`config.mk`:
```
export PLATFORM = sky130hd
export DESIGN_NAME = elevator_controller
export DESIGN_NICKNAME = d
export VERILOG_FILES = /design/src/rtl/elevator_pkg.sv /design/src/rtl/elevator_controller_request_scan.sv /design/src/rtl/elevator_controller.sv
export SDC_FILE = /design/constraint.sdc
export NUM_CORES = 1
export LEC_CHECK = 0
export ABC_AREA = 1
export CORE_MARGIN = 2
export CORE_UTILIZATION = 39
export DETAILED_ROUTE_END_ITERATION = 10
export PLACE_DENSITY = 0.65
export SYNTH_ARGS = -nofsm -noshare
export SYNTH_HDL_FRONTEND = slang
export SYNTH_HIERARCHICAL = 1
export SYNTH_SLANG_ARGS = --single-unit
export TNS_END_PERCENT = 10
```
`constraint.sdc`:
```
create_clock -name clk -period 4.3 [get_ports clk]
set_clock_uncertainty 0.2 [all_clocks]
set_input_delay 0.645 -clock clk [delete_from_list [all_inputs] [get_ports clk]]
set_output_delay 0.645 -clock clk [all_outputs]
set_load 0.02 [all_outputs]
```
`src/rtl/elevator_pkg.sv`:
```
// Shared elevator definitions: controller states, travel direction encoding
// and default geometry/timing constants reused by the buttons stage and the car controller.
package elevator_pkg;

  typedef enum logic [1:0] {
    IDLE      = 2'd0,
    MOVE_UP   = 2'd1,
    MOVE_DOWN = 2'd2,
    DOOR_OPEN = 2'd3
  } state_t;

  typedef enum logic [1:0] {
    DIR_NONE = 2'b00,
    DIR_UP   = 2'b01,
    DIR_DOWN = 2'b10
  } dir_t;

  localparam int DEFAULT_BUTTONS_WIDTH = 8;
  localparam int DEFAULT_FLOOR_TICKS   = 16;
  localparam int DEFAULT_DOOR_TICKS    = 32;

endpackage

```
`src/rtl/elevator_controller_request_scan.sv`:
```
// Combinational request scan: merges car and hall calls and reports whether
// any call exists at, above or below a given floor.
module request_scan
  import elevator_pkg::*;
#(
  parameter int BUTTONS_WIDTH = DEFAULT_BUTTONS_WIDTH,
  localparam int FW = $clog2(BUTTONS_WIDTH)
) (
  input  logic [BUTTONS_WIDTH-1:0] in_levels,
  input  logic [BUTTONS_WIDTH-2:0] up_levels,
  input  logic [BUTTONS_WIDTH-1:1] down_levels,
  input  logic [FW-1:0]            floor,
  output logic                     here,
  output logic                     above,
  output logic                     below
);

  logic [BUTTONS_WIDTH-1:0] any_call_s;

  assign any_call_s = in_levels | {1'b0, up_levels} | {down_levels, 1'b0};

  // classify every pending call relative to the probed floor
  always_comb begin
    here  = 1'b0;
    above = 1'b0;
    below = 1'b0;
    for (int i = 0; i < BUTTONS_WIDTH; i++) begin
      here  = here  | (any_call_s[i] & (FW'(i) == floor));
      above = above | (any_call_s[i] & (FW'(i) >  floor));
      below = below | (any_call_s[i] & (FW'(i) <  floor));
    end
  end

endmodule

```
`src/rtl/elevator_controller.sv`:
```
// Collective (SCAN) car controller: moves the car floor by floor, opens the door,
// and returns clear strobes for every served call. All outputs are registered.
module elevator_controller
  import elevator_pkg::*;
#(
  parameter int BUTTONS_WIDTH = DEFAULT_BUTTONS_WIDTH,
  parameter int FLOOR_TICKS   = DEFAULT_FLOOR_TICKS,
  parameter int DOOR_TICKS    = DEFAULT_DOOR_TICKS,
  localparam int FW = $clog2(BUTTONS_WIDTH)
) (
  input  logic                     clk,
  input  logic                     an_reset,
  input  logic [BUTTONS_WIDTH-1:0] active_in_levels,
  input  logic [BUTTONS_WIDTH-2:0] active_out_up_levels,
  input  logic [BUTTONS_WIDTH-1:1] active_out_down_levels,
  output logic [BUTTONS_WIDTH-1:0] inactivate_in_levels,
  output logic [BUTTONS_WIDTH-2:0] inactivate_out_up_levels,
  output logic [BUTTONS_WIDTH-1:1] inactivate_out_down_levels,
  output logic [FW-1:0]            current_floor,
  output logic [1:0]               direction,
  output logic                     motor_up,
  output logic                     motor_down,
  output logic                     door_open
);

  localparam int MAX_TICKS = (FLOOR_TICKS > DOOR_TICKS) ? FLOOR_TICKS : DOOR_TICKS;
  localparam int TW        = $clog2(MAX_TICKS);
  localparam logic [TW-1:0] FLOOR_LAST = TW'(FLOOR_TICKS - 1);
  localparam logic [TW-1:0] DOOR_LAST  = TW'(DOOR_TICKS - 1);
  localparam logic [TW-1:0] TICK_ONE   = TW'(1);
  localparam logic [FW-1:0] TOP_FLOOR  = FW'(BUTTONS_WIDTH - 1);
  localparam logic [FW-1:0] FLOOR_ONE  = FW'(1);

  state_t        state_r, next_state_s;
  dir_t          dir_r, next_dir_s;
  logic [FW-1:0] floor_r, next_floor_s, arrive_floor_s;
  logic [TW-1:0] timer_r, next_timer_s;

  logic cur_here_s, cur_above_s, cur_below_s;
  logic arr_here_s, arr_above_s, arr_below_s;

  logic [BUTTONS_WIDTH-1:0] up_full_s, down_full_s;
  logic [BUTTONS_WIDTH-1:0] clr_in_s;
  logic [BUTTONS_WIDTH-2:0] clr_up_s;
  logic [BUTTONS_WIDTH-1:1] clr_down_s;

  assign up_full_s   = {1'b0, active_out_up_levels};
  assign down_full_s = {active_out_down_levels, 1'b0};

  request_scan #(.BUTTONS_WIDTH(BUTTONS_WIDTH)) u_scan_cur (
    .in_levels   (active_in_levels),
    .up_levels   (active_out_up_levels),
    .down_levels (active_out_down_levels),
    .floor       (floor_r),
    .here        (cur_here_s),
    .above       (cur_above_s),
    .below       (cur_below_s)
  );

  request_scan #(.BUTTONS_WIDTH(BUTTONS_WIDTH)) u_scan_arr (
    .in_levels   (active_in_levels),
    .up_levels   (active_out_up_levels),
    .down_levels (active_out_down_levels),
    .floor       (arrive_floor_s),
    .here        (arr_here_s),
    .above       (arr_above_s),
    .below       (arr_below_s)
  );

  // floor the car reaches next in its direction of travel (clamped to the shaft)
  always_comb begin
    arrive_floor_s = floor_r;
    case (state_r)
      MOVE_UP:   arrive_floor_s = (floor_r == TOP_FLOOR) ? floor_r : floor_r + FLOOR_ONE;
      MOVE_DOWN: arrive_floor_s = (floor_r == '0) ? floor_r : floor_r - FLOOR_ONE;
      default:   arrive_floor_s = floor_r;
    endcase
  end

  // SCAN scheduler: next state, floor, direction and timer
  always_comb begin
    next_state_s = state_r;
    next_floor_s = floor_r;
    next_dir_s   = dir_r;
    next_timer_s = timer_r;
    case (state_r)
      IDLE: begin
        next_timer_s = '0;
        if (cur_here_s) begin
          next_state_s = DOOR_OPEN;
          next_dir_s   = DIR_NONE;
        end else if (cur_above_s) begin
          next_state_s = MOVE_UP;
          next_dir_s   = DIR_UP;
        end else if (cur_below_s) begin
          next_state_s = MOVE_DOWN;
          next_dir_s   = DIR_DOWN;
        end else begin
          next_dir_s   = DIR_NONE;
        end
      end
      MOVE_UP: begin
        if (timer_r == FLOOR_LAST) begin
          next_floor_s = arrive_floor_s;
          next_timer_s = '0;
          // a call at the arrival floor that is not a car/up call can only be a down call
          if (arr_here_s & (active_in_levels[arrive_floor_s] | up_full_s[arrive_floor_s] | !arr_above_s)) begin
            next_state_s = DOOR_OPEN;
          end else if (arr_above_s) begin
            next_state_s = MOVE_UP;
          end else begin
            next_state_s = IDLE;
            next_dir_s   = DIR_NONE;
          end
        end else begin
          next_timer_s = timer_r + TICK_ONE;
        end
      end
      MOVE_DOWN: begin
        if (timer_r == FLOOR_LAST) begin
          next_floor_s = arrive_floor_s;
          next_timer_s = '0;
          if (arr_here_s & (active_in_levels[arrive_floor_s] | down_full_s[arrive_floor_s] | !arr_below_s)) begin
            next_state_s = DOOR_OPEN;
          end else if (arr_below_s) begin
            next_state_s = MOVE_DOWN;
          end else begin
            next_state_s = IDLE;
            next_dir_s   = DIR_NONE;
          end
        end else begin
          next_timer_s = timer_r + TICK_ONE;
        end
      end
      DOOR_OPEN: begin
        if (timer_r == DOOR_LAST) begin
          next_timer_s = '0;
          if (dir_r == DIR_UP && cur_above_s) begin
            next_state_s = MOVE_UP;
          end else if (dir_r == DIR_DOWN && cur_below_s) begin
            next_state_s = MOVE_DOWN;
          end else if (cur_above_s) begin
            next_state_s = MOVE_UP;
            next_dir_s   = DIR_UP;
          end else if (cur_below_s) begin
            next_state_s = MOVE_DOWN;
            next_dir_s   = DIR_DOWN;
          end else begin
            next_state_s = IDLE;
            next_dir_s   = DIR_NONE;
          end
        end else begin
          next_timer_s = timer_r + TICK_ONE;
        end
      end
      default: begin
        next_state_s = IDLE;
        next_dir_s   = DIR_NONE;
        next_timer_s = '0;
      end
    endcase
  end

  // clear strobes for the door cycle that follows; whenever the next state is
  // DOOR_OPEN the next floor equals the arrival floor, so its scan applies
  always_comb begin
    clr_in_s   = '0;
    clr_up_s   = '0;
    clr_down_s = '0;
    for (int i = 0; i < BUTTONS_WIDTH; i++) begin
      clr_in_s[i] = (next_state_s == DOOR_OPEN) && (arrive_floor_s == FW'(i));
    end
    for (int i = 0; i < BUTTONS_WIDTH - 1; i++) begin
      clr_up_s[i] = (next_state_s == DOOR_OPEN) && (arrive_floor_s == FW'(i)) &&
                    ((next_dir_s != DIR_DOWN) || !arr_below_s);
    end
    for (int i = 1; i < BUTTONS_WIDTH; i++) begin
      clr_down_s[i] = (next_state_s == DOOR_OPEN) && (arrive_floor_s == FW'(i)) &&
                      ((next_dir_s != DIR_UP) || !arr_above_s);
    end
  end

  // state, position and registered actuator/strobe outputs
  always_ff @(posedge clk) begin
    if (!an_reset) begin
      state_r                    <= IDLE;
      dir_r                      <= DIR_NONE;
      floor_r                    <= '0;
      timer_r                    <= '0;
      motor_up                   <= 1'b0;
      motor_down                 <= 1'b0;
      door_open                  <= 1'b0;
      inactivate_in_levels       <= '0;
      inactivate_out_up_levels   <= '0;
      inactivate_out_down_levels <= '0;
    end else begin
      state_r                    <= next_state_s;
      dir_r                      <= next_dir_s;
      floor_r                    <= next_floor_s;
      timer_r                    <= next_timer_s;
      motor_up                   <= (next_state_s == MOVE_UP);
      motor_down                 <= (next_state_s == MOVE_DOWN);
      door_open                  <= (next_state_s == DOOR_OPEN);
      inactivate_in_levels       <= clr_in_s;
      inactivate_out_up_levels   <= clr_up_s;
      inactivate_out_down_levels <= clr_down_s;
    end
  end

  assign current_floor = floor_r;
  assign direction     = dir_r;

endmodule

```
==> reports/metrics.yaml <==
wirelength_um: 7140
yosysTopAreaCell: "dfxtp_1"
clock-root-buffer: "clkbuf_8"
rsz0062_at_grt: "false"
rows: 30
clk_pin_slew_ns: 0.07
slowest_stage: "nor2_1"
async_reset_ff_share_pct: 0
r2r_cells: 22
drive_above_1_share_pct: 11.3
drt_iter0_markers: 220
clock_path_buffers: 2
min_path_cells: 1
hp-start: "timer_r[0]"
synth_top_cell_area_share_pct: 26.3
grt_pass1_wl_um: 11800
clock_latency_ns: 0.29
drv_slew: 0
reg2reg_from: "state_r[0]"
crit_path_frequent_cell: "nand2_1"
ys_warn_count: 6
synth_seq_area_share_pct: 26.3
grt_max_degree: 24
tightest_slew_ns: 0.501
final_nets: 557
powerDensity_mw_per_mm2: 366
fin_util_pct: 51.1
power_uw: 1290
peakVddDrop_v: 0.000167
place_hpwl_um: 5750
crit_path_start_kind: "register"
avgSynthCellArea_um2: 6.05
cts_buffers: 5
post_cts_buffers: 0
synthMostInstantiatedCell: "nand2_1"
worstPathArrival_ns: 3.68
die_x_um: 89
cp_max_fo: 15
critPathRequiredTime_ns: 4.26
syn-cell-area_mm2: 0.00282
start_util_pct: 40.8
ys.flop_type: "dfxtp_1"
leakagePower_uw: 0.00186
tns_ns: 0
synth_area_leaders: "dfxtp_1 (26%), nand2_1 (19%), nor2_1 (11%), inv_1 (9.1%), nand3_1 (6.4%)"
critPathCaptureType: "register"
fmax_ghz: 0.269
hold_violations: 0
grt_use_total_pct: 18.8
finalSetupViolations: 0
first_pass_iters: 5
ant_nets: 0
cts_sinks: 37
place.gp.congestion: 0.890
relSlewSlack_pct: 66.6
fin_crit_sh_pct: 86.6
synth_seq_cells: 37
routed_via_density: 4.70
htree_levels: 2
whs_endpoint: "timer_r[0]"
ys_types: 29
die_area_mm2: 0.00792
worstReg2RegEnd: "inactivate_out_up_levels[3]"
core_region_area_mm2: 0.00691
drc: 0
status: "completed"
boundaryPins: 54
antenna_cells: 0
syn_to_final_growth_pct: 25.3
grt_pass1_vias: 2564
period_minus_slack_ns: 3.72
antenna_found_initial: 0
drv_cap: 0
die_h_um: 89
overflow: 0
fill_cells: 715
cts_tree: "yes"
synth_edf_count: 0
path_cells: "inv_1 > ha_1 > nand3_1 > nand3_2 > nand2_1 > nand2_1 > buf_4 > nor2_2 > nand3_1 > nand2_1 > nor2_1 > nand2_1 > nor2_1 > inv_1 > o21ai_0 > nand2_1 > nand2_1 > o21ai_0 > a22oi_1 > inv_1 > nor2_1 > nor2_1"
wl_per_cell_um: 11.6
synthTopCellsByCount: "nand2_1 (141), nor2_1 (79), inv_1 (68), dfxtp_1 (37), nand3_1 (36)"
r2r_setup_slack_ns: 0.58
vias: 2906
port_buffers: 53
critPathKind: "register to register"
max_stage_delay_ns: 0.35
synthCells: 466
hp-class: "register to register"
synth_fp_nets: 502
==> cells in the final DEF, fill, tap and decap left out <==
cell / instances
o21ai_1: 4
dfxtp_1: 36
nand2_2: 11
nor2_2: 6
clkdlybuf4s50_1: 53
nand3_2: 9
inv_2: 9
clkbuf_8: 5
xnor2_1: 1
and2_4: 2
o211ai_1: 3
nand3_1: 36
nor3_1: 3
o22ai_1: 1
a211oi_1: 1
ha_1: 12
nand2_4: 4
xor2_1: 1
o21ai_0: 11
buf_4: 3
nor2_4: 4
nor2_1: 79
bufinv_16: 2
a21oi_1: 12
inv_1: 68
dfxtp_2: 1
a22oi_1: 1
or2_4: 2
nand2_1: 141
inv_6: 1
==> final cells by class <==
| cell class | count | area (µm²) | share of cell area [%] |
|---|---|---|---|
| clock buffer | 5 | 68.8 | 1.95 |
| clock inverter | 3 | 68.8 | 1.95 |
| inverter | 77 | 289 | 8.19 |
| multi-input combinational | 344 | 1690 | 47.8 |
| sequential | 37 | 742 | 21.0 |
| tap | 96 | 120 | 3.40 |
| timing repair buffer | 56 | 553 | 15.7 |
==> cell families after synthesis <==
family	Yosys count	share of synthesized area, %
simple gates	297	47.6
fa+ha+maj	12	5.33
buf+inv	85	13.8
xor+xnor	2	0.622
flops	37	26.3
compound gates	33	6.35
==> sequential cells by signal, summed over array words and instances (netlist names) <==
name	flops
inactivate_out_up_levels	7
inactivate_in_levels	8
state_r	2
current_floor	3
direction	2
door_open	1
timer_r	5
motor_up	1
inactivate_out_down_levels	7
motor_down	1
==> timing repair <==
action / 4_1_cts / 5_1_grt
setup endpoints to repair: 0 / 3
gates resized for setup: 0 / 1
hold buffers: 0 / 0
==> through the flow <==
step	hold WS [ns]	instances	worst slack, ns	instance area [µm²]
after CTS	0.257	618	0.484	3530
after floorplan	0.218	466	0.817	2820
final	0.252	618	0.576	3530
after detailed placement	0.246	610	0.519	3390
after global routing	0.281	618	0.109	3530
after global placement	0.230	610	0.579	3390
==> how the worst max path moves through the flow <==
stage                                 from  depth (start not counted)                       endpoint
final                           state_r[0]                         22    inactivate_out_up_levels[3]
after global routing      current_floor[0]                         22    inactivate_out_up_levels[1]
after global placement    current_floor[1]                         22  inactivate_out_down_levels[5]
after floorplan           current_floor[0]                         24    inactivate_out_up_levels[0]
after CTS                 current_floor[1]                         23    inactivate_out_up_levels[3]
after detailed placement  current_floor[1]                         23    inactivate_out_up_levels[4]
==> per-layer routing <==
metal	up-vias	wire length (µm)	global-route usage, %
met5	-	0	0
met4	0	16	2.58
met3	3	368	2.86
met2	98	3390	32.0
met1	1279	3370	25.8
li1	1526	-	-
==> power breakdown <==
group / internal (µW) / total [µW] / switching [µW]
sequential: 369 / 382 / 12.5
combinational: 195 / 549 / 353
clock: 234 / 360 / 127
==> critical path: cells and delay by family, from the launching register on <==
family          cells  cell delay [ns]
simple gates       14             1.69
buf+inv             4             0.62
compound gates      3             0.46
flops               1             0.33
fa+ha+maj           1             0.31
No activity file was read; power rests on OpenSTA's default activity.
